File: src/rtl/mem_arbiter.sv
// mem_arbiter: serialises MIPS instruction-fetch and load/store requests onto a
// single request/ready memory bus.
//
// Ports
//   i_clk, i_rst           : clock (rising edge) and synchronous active-high reset
//   i_inst_*, o_inst_*     : fetch port; request held until o_inst_valid pulse
//   i_data_*, o_data_*     : load/store port; i_data_wen == 0 means read
//   o_bus_err              : qualifies a valid pulse whose transaction timed out
//   o_stall                : pipeline stall while any request is outstanding
//   o_mem_*, i_mem_*       : shared memory bus; i_mem_ready is a one-cycle completion
module mem_arbiter #(
  parameter int unsigned TIMEOUT = 255
) (
  input  logic        i_clk,
  input  logic        i_rst,
  input  logic        i_inst_req,
  input  logic [31:0] i_inst_addr,
  output logic [31:0] o_inst_rdata,
  output logic        o_inst_valid,
  input  logic        i_data_req,
  input  logic [3:0]  i_data_wen,
  input  logic [31:0] i_data_addr,
  input  logic [31:0] i_data_wdata,
  output logic [31:0] o_data_rdata,
  output logic        o_data_valid,
  output logic        o_bus_err,
  output logic        o_stall,
  output logic        o_mem_req,
  output logic [3:0]  o_mem_wen,
  output logic [31:0] o_mem_addr,
  output logic [31:0] o_mem_wdata,
  input  logic [31:0] i_mem_rdata,
  input  logic        i_mem_ready
);

  localparam logic [7:0] LastCnt = 8'(TIMEOUT - 1);

  typedef enum logic [1:0] {StIdle, StGntI, StGntD, StDone} state_e;

  state_e      r_state;
  logic [7:0]  r_cnt;
  logic        r_last_data;  // 1: data port was granted most recently
  logic        r_mem_req;
  logic [3:0]  r_mem_wen;
  logic [31:0] r_mem_addr;
  logic [31:0] r_mem_wdata;
  logic [31:0] r_inst_rdata;
  logic [31:0] r_data_rdata;
  logic        r_inst_valid;
  logic        r_data_valid;
  logic        r_bus_err;

  logic        w_pick_data;
  logic        w_pick_inst;
  logic        w_timeout;
  logic [31:0] w_done_rdata;

  // Under contention the port that was not served last wins.
  assign w_pick_data  = i_data_req & (~i_inst_req | ~r_last_data);
  assign w_pick_inst  = i_inst_req & ~w_pick_data;
  assign w_timeout    = (r_cnt == LastCnt);
  // Ready wins over a coincident timeout; an aborted transaction returns zero.
  assign w_done_rdata = i_mem_ready ? i_mem_rdata : 32'h0;

  always_ff @(posedge i_clk) begin
    if (i_rst) begin
      r_state      <= StIdle;
      r_cnt        <= 8'h0;
      r_last_data  <= 1'b0;
      r_mem_req    <= 1'b0;
      r_mem_wen    <= 4'h0;
      r_mem_addr   <= 32'h0;
      r_mem_wdata  <= 32'h0;
      r_inst_rdata <= 32'h0;
      r_data_rdata <= 32'h0;
      r_inst_valid <= 1'b0;
      r_data_valid <= 1'b0;
      r_bus_err    <= 1'b0;
    end else begin
      // Completion flags are single-cycle pulses asserted only in StDone.
      r_inst_valid <= 1'b0;
      r_data_valid <= 1'b0;
      r_bus_err    <= 1'b0;
      unique case (r_state)
        StIdle: begin
          if (w_pick_data) begin
            r_state     <= StGntD;
            r_mem_req   <= 1'b1;
            r_mem_wen   <= i_data_wen;
            r_mem_addr  <= i_data_addr;
            r_mem_wdata <= i_data_wdata;
            r_cnt       <= 8'h0;
            r_last_data <= 1'b1;
          end else if (w_pick_inst) begin
            r_state     <= StGntI;
            r_mem_req   <= 1'b1;
            r_mem_wen   <= 4'h0;
            r_mem_addr  <= i_inst_addr;
            r_mem_wdata <= 32'h0;
            r_cnt       <= 8'h0;
            r_last_data <= 1'b0;
          end
        end
        StGntI, StGntD: begin
          if (i_mem_ready || w_timeout) begin
            r_state   <= StDone;
            r_mem_req <= 1'b0;
            r_bus_err <= ~i_mem_ready;
            if (r_state == StGntD) begin
              r_data_valid <= 1'b1;
              r_data_rdata <= w_done_rdata;
            end else begin
              r_inst_valid <= 1'b1;
              r_inst_rdata <= w_done_rdata;
            end
          end else begin
            r_cnt <= r_cnt + 8'd1;
          end
        end
        StDone: begin
          r_state <= StIdle;
        end
        default: begin
          r_state <= StIdle;
        end
      endcase
    end
  end

  assign o_stall      = (i_inst_req & ~r_inst_valid) | (i_data_req & ~r_data_valid);
  assign o_mem_req    = r_mem_req;
  assign o_mem_wen    = r_mem_wen;
  assign o_mem_addr   = r_mem_addr;
  assign o_mem_wdata  = r_mem_wdata;
  assign o_inst_rdata = r_inst_rdata;
  assign o_inst_valid = r_inst_valid;
  assign o_data_rdata = r_data_rdata;
  assign o_data_valid = r_data_valid;
  assign o_bus_err    = r_bus_err;

endmodule

File: config.mk
export PLATFORM = sky130hd
export DESIGN_NAME = mem_arbiter
export DESIGN_NICKNAME = d
export VERILOG_FILES = /design/src/rtl/mem_arbiter.sv
export SDC_FILE = /design/constraint.sdc
export NUM_CORES = 1
export LEC_CHECK = 0
export CORE_MARGIN = 5
export CORE_UTILIZATION = 55
export DETAILED_ROUTE_END_ITERATION = 16
export DONT_BUFFER_PORTS = 1
export GPL_ROUTABILITY_DRIVEN = 1
export PLACE_DENSITY_LB_ADDON = 0.05
export SLEW_MARGIN = 20
export SYNTH_ARGS = -nofsm -noshare
export SYNTH_HDL_FRONTEND = slang
export SYNTH_SLANG_ARGS = --single-unit
File: constraint.sdc
create_clock -name i_clk -period 2.21 [get_ports i_clk]
set_input_delay 0.221 -clock i_clk [delete_from_list [all_inputs] [get_ports i_clk]]
set_output_delay 0.221 -clock i_clk [all_outputs]
set_load 0.05 [all_outputs]
==> impl_metrics.ini, run 1 <==
[status]
outcome = completed

[grt]
grt_start_max_net_pins = 78
antenna_found_initial = 0
grt_util_met3_pct = 8.88
grt_pass1_wl_mm = 26.1
grt_overflow = 0
grtUsageTotal_pct = 25.1
gr-usage-met1_pct = 28.1
grt-busiest-layer = met2
grt_util_met2_pct = 43.1
grt_pass1_vias = 5108

[clocking]
cts_tree = built
cts_buffers = 17
post_cts_buffers = 0
clock-sinks = 147
htreeDepth = 4
clockBufferDepth = 2
clk_pin_slew_ns = 0.06
cts_resized = 0
clk_latency_ns = 0.50
root_buffer = clkbuf_8

[worst_setup_path]
crit_fanout = 32
cp_cell_sequence = a21boi_4, buf_4, mux2i_1, dlygate4sd3_1, a211oi_1
cp.arrival_ns = 2.49
crit_end = o_mem_addr[29]$_SDFFE_PP0P_
critPathMaxStageDelay_ns = 0.61
endpoint_kind = flip-flop
crit_start = r_last_data$_SDFFE_PP0P_
r2r_start = r_last_data$_SDFFE_PP0P_
required_ns = 2.63
worstRegToRegCells = 5
r2r-end = o_mem_addr[29]$_SDFFE_PP0P_
path_class = reg -> reg
slowest_stage = dlygate4sd3_1
cp-start-kind = flip-flop
rrSetupSlack_ns = 0.14

[synth]
yosys_warnings = 0
synthMuxAreaShare_pct = 16.9
synth_edf_count = 0
syn_inst = 609
synth-simple-area-share_pct = 14.4
synth-seq-cells = 147
synth_compound_area_share_pct = 12.4
async_flop_share_pct = 0
yosys.area_share.adder_pct = 0.859
synth-main-ff-cell = dfxtp_1
syn_area_per_cell_um2 = 9.56
synth_xor_area_share_pct = 0
synth_nets = 750
ys_types = 39
ys_seq_area_share_pct = 50.5
synth_top_family_by_area = multiplexers
syn_area_um2 = 5820

[power]
p_leak_uw = 0.00340
power.density_nw_per_um2 = 1310
power_uw = 10300
peakVddDrop_v = 0.000952

[sta]
setup_viol = 0
final_max_slew_viol_count = 0
fin_worst_skew_ns = 0.0114
worstMarginPinSlew_ns = 0.612
period_share_pct = 93.7
min_period_ns = 2.07
whs_ns = 0.0332
rsz0062_at_grt = false
finalHoldViolations = 0
max_freq_mhz = 483
max-slew-margin-rel_pct = 58.9
setup_tns_ns = 0

[hold_path]
hold_depth = 2
hold_path.class = in -> reg

[die]
die_y_um = 113
initial_core_util_pct = 56.4
ios = 274
die_w_um = 113
rows = 37
core_area_um2 = 10300
dieArea_um2 = 12700

[drt]
wl_per_cell_um = 19.0
via_count = 4996
drt_iter0_markers = 370
routed_wl_mm = 16.4
ant_nets = 0
vias_per_cell = 5.78
drt_pass1_iterations = 5
drc_errors = 0

[layout]
fillers = 658
diodes = 0
drive_above_1_share_pct = 7.00
final_common_cell = dfxtp_1
area_growth_pct = 35.3
final_cell_count_no_fill = 865
mostFrequentLayoutCells = dfxtp_1 (147), dlygate4sd3_1 (127), mux2i_1 (97)
finish.utilization_pct = 76.3
fin_nets = 857

[place]
io_buffers = 0
hpwl_mm = 10.1
place_inst = 704
globalplace.congestion = 0.819

[run]
cap_violations = 0
==> how the worst min path moves through the flow <==
stage,end,from,slack (ns)
3_5_place_dp,o_mem_addr[29]$_SDFFE_PP0P_,i_rst,0.30
4_1_cts,o_mem_addr[21]$_SDFFE_PP0P_,i_data_addr[21],0.003
5_1_grt,o_mem_addr[6]$_SDFFE_PP0P_,i_inst_addr[6],0.01
6_report,o_mem_addr[21]$_SDFFE_PP0P_,i_data_addr[21],0.03
3_3_place_gp,o_mem_req$_SDFFE_PP0P_,i_rst,0.30
2_1_floorplan,o_mem_wdata[0]$_SDFFE_PP0P_,i_data_wdata[0],0.38
==> state kept, by name, summed over array words and instances, names as in the netlist <==
name,count
r_last_data,1
o_bus_err,1
o_mem_wdata,32
r_cnt,8
o_inst_valid,1
o_mem_wen,4
r_state,2
o_data_rdata,32
o_inst_rdata,32
o_mem_addr,32
o_mem_req,1
o_data_valid,1
==> routing by layer <==
metal,vias up,wire length [um]
met5,-,0
met4,0,488
met3,43,1550
met2,253,8340
met1,2335,6060
li1,2365,-
==> layout make-up <==
class | instances | area, um^2 | area share [%]
inverters | 9 | 33.8 | 0.429
clock inverters | 12 | 228 | 2.89
well taps | 136 | 170 | 2.16
multi-input cells | 399 | 2610 | 33.2
repair buffers | 142 | 1470 | 18.6
clock buffers | 20 | 425 | 5.40
flip-flops and latches | 147 | 2940 | 37.4
==> cell families (layout without fill, tap and decap cells) <==
| logic type | Yosys count | count (layout) |
|---|---|---|
| AO/OA/AOI/OAI | 101 | 101 |
| adder cells (fa/ha/maj) | 4 | 4 |
| buffers and inverters | 63 | 183 |
| flip-flops | 147 | 147 |
| multiplexers | 98 | 98 |
| AND/OR/NAND/NOR | 196 | 196 |
==> synth_stat cells (4+ instances only) <==
cell / n / area share, %
dfxtp_1: 147 / 51
mux2i_1: 97 / 17
nor2_1: 71 / 4.6
nand2_1: 70 / 4.5
a22oi_1: 36 / 4.6
nand3_1: 36 / 3.1
a211oi_1: 35 / 4.5
clkbuf_1: 33 / 2.1
buf_2: 11 / 0.95
inv_1: 9 / 0.58
a21oi_1: 7 / 0.60
buf_4: 6 / 0.77
o21ai_0: 6 / 0.52
and3_1: 4 / 0.43
ha_1: 4 / 0.86
or3_1: 4 / 0.43
==> worst max-delay path, delay by kind of cell, from the launching register on <==
kind	cells	cell delay (ns)
compound gates	2	0.36
buf+inv	2	1.09
flops	1	0.33
mux	1	0.18
==> power breakdown <==
part | internal [uW] | switching, uW | total, uW
Sequential | 3120 | 1860 | 4980
Combinational | 960 | 1240 | 2200
Clock | 2070 | 1080 | 3160
==> metrics by stage <==
| step | area, um^2 | setup slack (ns) |
|---|---|---|
| floorplan | 5820 | 0.438 |
| global placement | 5910 | 0.383 |
| detailed placement | 5910 | 0.297 |
| CTS | 7880 | 0.188 |
| global route | 7880 | 0.0172 |
| finish | 7880 | 0.138 |
==> repair_timing <==
item | CTS | global route
hold buffers | 129 | 0
endpoints found under the hold margin | 146 | 0
setup endpoints to repair | 0 | 0
No activity file was read; power rests on OpenSTA's default activity.
==> run 2: changes to the inputs <==
--- a/config.mk
+++ b/config.mk
@@ -7,6 +7,7 @@
 export LEC_CHECK = 0
 export CORE_MARGIN = 5
 export CORE_UTILIZATION = 55
+export CTS_CLUSTER_DIAMETER = 80
 export DETAILED_ROUTE_END_ITERATION = 16
 export DONT_BUFFER_PORTS = 1
 export GPL_ROUTABILITY_DRIVEN = 1
==> constraint.sdc (replaced) <==
create_clock -name i_clk -period 2 [get_ports i_clk]
set_input_delay 0.2 -clock i_clk [delete_from_list [all_inputs] [get_ports i_clk]]
set_output_delay 0.2 -clock i_clk [all_outputs]
set_load 0.05 [all_outputs]
==> impl_metrics.ini, run 2 (synthesis gave the netlist of run 1 again) <==
[power]
p_leak_uw = 0.00344
power_uw = 11200
peakVddDrop_v = 0.000831
power.density_nw_per_um2 = 1400

[place]
globalplace.congestion = 0.851
io_buffers = 0
place_inst = 706
hpwl_mm = 10.1

[clocking]
clk_pin_slew_ns = 0.06
cts_buffers = 17
clockBufferDepth = 2
clk_latency_ns = 0.52
htreeDepth = 4
cts_tree = built
root_buffer = clkbuf_8
clock-sinks = 147

[sta]
max_freq_mhz = 534
fin_worst_skew_ns = 0.00952
rsz0062_at_grt = false
setup_viol = 0
whs_ns = 0.00375
final_max_slew_viol_count = 0
min_period_ns = 1.87
max-slew-margin-rel_pct = 61.5
worstMarginPinSlew_ns = 0.576
period_share_pct = 93.6
setup_tns_ns = 0
finalHoldViolations = 0

[drt]
drc_errors = 0
vias_per_cell = 5.80
routed_wl_mm = 17.4
ant_nets = 0
drt_pass1_iterations = 6
drt_iter0_markers = 364
wl_per_cell_um = 19.9
via_count = 5078

[layout]
drive_above_1_share_pct = 7.85
final_cell_count_no_fill = 875
diodes = 0
fillers = 662
fin_nets = 868
area_growth_pct = 36.7
mostFrequentLayoutCells = dfxtp_1 (147), dlygate4sd3_1 (134), mux2i_1 (97)
final_common_cell = dfxtp_1

[run]
cap_violations = 0

[die]
ios = 274
dieArea_um2 = 12700
die_y_um = 113
core_area_um2 = 10300
die_w_um = 113
rows = 37
initial_core_util_pct = 56.4

[worst_setup_path]
cp.arrival_ns = 2.28
crit_fanout = 33
path_class = reg -> reg
endpoint_kind = flip-flop
critPathMaxStageDelay_ns = 0.57
cp-start-kind = flip-flop
cp_num_buf_inv = 2
crit_family = buffers and inverters
required_ns = 2.41
slowest_stage = dlygate4sd3_1
cp_cell_sequence = a21boi_4, buf_12, mux2i_1, dlygate4sd3_1, a211oi_1

[grt]
grt_pass1_wl_mm = 26.9
grtUsageTotal_pct = 26.4
grt_overflow = 0
grt_start_max_net_pins = 79
grt_pass1_vias = 5232
antenna_found_initial = 0

[hold_path]
hold_path.class = in -> reg

[status]
outcome = completed
## run 2: cell types whose count changed in the layout (fill, tap and decap cells not counted), moves of 2 or more
cell,previous run,this run
dlygate4sd3_1,127,134
bufinv_16,6,2
clkbuf_8,1,5
clkbuf_16,16,18
clkinvlp_4,1,3
inv_6,2,0
## run 2: worst register-to-register path, delay by kind of cell (launching register included)
kind / cells / cell delay, ns
buf+inv: 2 / 0.83
flops: 1 / 0.33
mux: 1 / 0.12
compound gates: 2 / 0.47
## run 2: layer usage
layer  part of all wire [%]  up-vias  GRT usage, %
met5                      0        -             0
met1                     37     2381          28.2
li1                       -     2390             -
met3                    9.9       52          10.6
met4                    3.3        0          11.8
met2                     50      255          45.8
## run 2: final timing paths
check | startpoint | end | slack, ns | depth (start not counted)
setup / recovery | r_last_data$_SDFFE_PP0P_ | o_mem_addr[29]$_SDFFE_PP0P_ | 0.13 | 5
setup reg to reg | r_last_data$_SDFFE_PP0P_ | o_mem_addr[29]$_SDFFE_PP0P_ | 0.13 | 5
hold / removal | i_inst_req | r_state[0]$_SDFFE_PP0P_ | 0.004 | 3
hold reg to reg | r_state[0]$_SDFFE_PP0P_ | r_state[0]$_SDFFE_PP0P_ | 0.49 | 2
## run 2: final cells by class
| class | count | area [um^2] | area share, % |
|---|---|---|---|
| sequential | 147 | 2940 | 37.0 |
| clock inverter | 8 | 101 | 1.27 |
| clock buffer | 23 | 477 | 5.99 |
| multi-input combinational | 399 | 2620 | 33.0 |
| timing repair buffer | 153 | 1610 | 20.3 |
| inverter | 9 | 33.8 | 0.424 |
| tap | 136 | 170 | 2.14 |
## run 2: power breakdown
part	total [uW]	internal (uW)	switching (uW)
clock network	3050	1900	1150
logic	2600	1160	1440
registers	5510	3440	2060
## run 2: through the flow
step / setup WS, ns / util (%) / cell area, um^2
3_5_place_dp: 0.0917 / 57.5 / 5930
3_3_place_gp: 0.170 / 57.5 / 5930
4_1_cts: 0.0383 / 76.5 / 7900
5_1_grt: 0.0157 / 77.1 / 7960
6_report: 0.128 / 77.1 / 7960
2_1_floorplan: 0.228 / - / 5820
## run 2: timing repair
item	4_1_cts	5_1_grt
endpoints found under the hold margin	141	0
endpoints found under the setup margin	0	61
hold buffers	136	0
buffers inserted	0	0
gates resized for setup	0	3
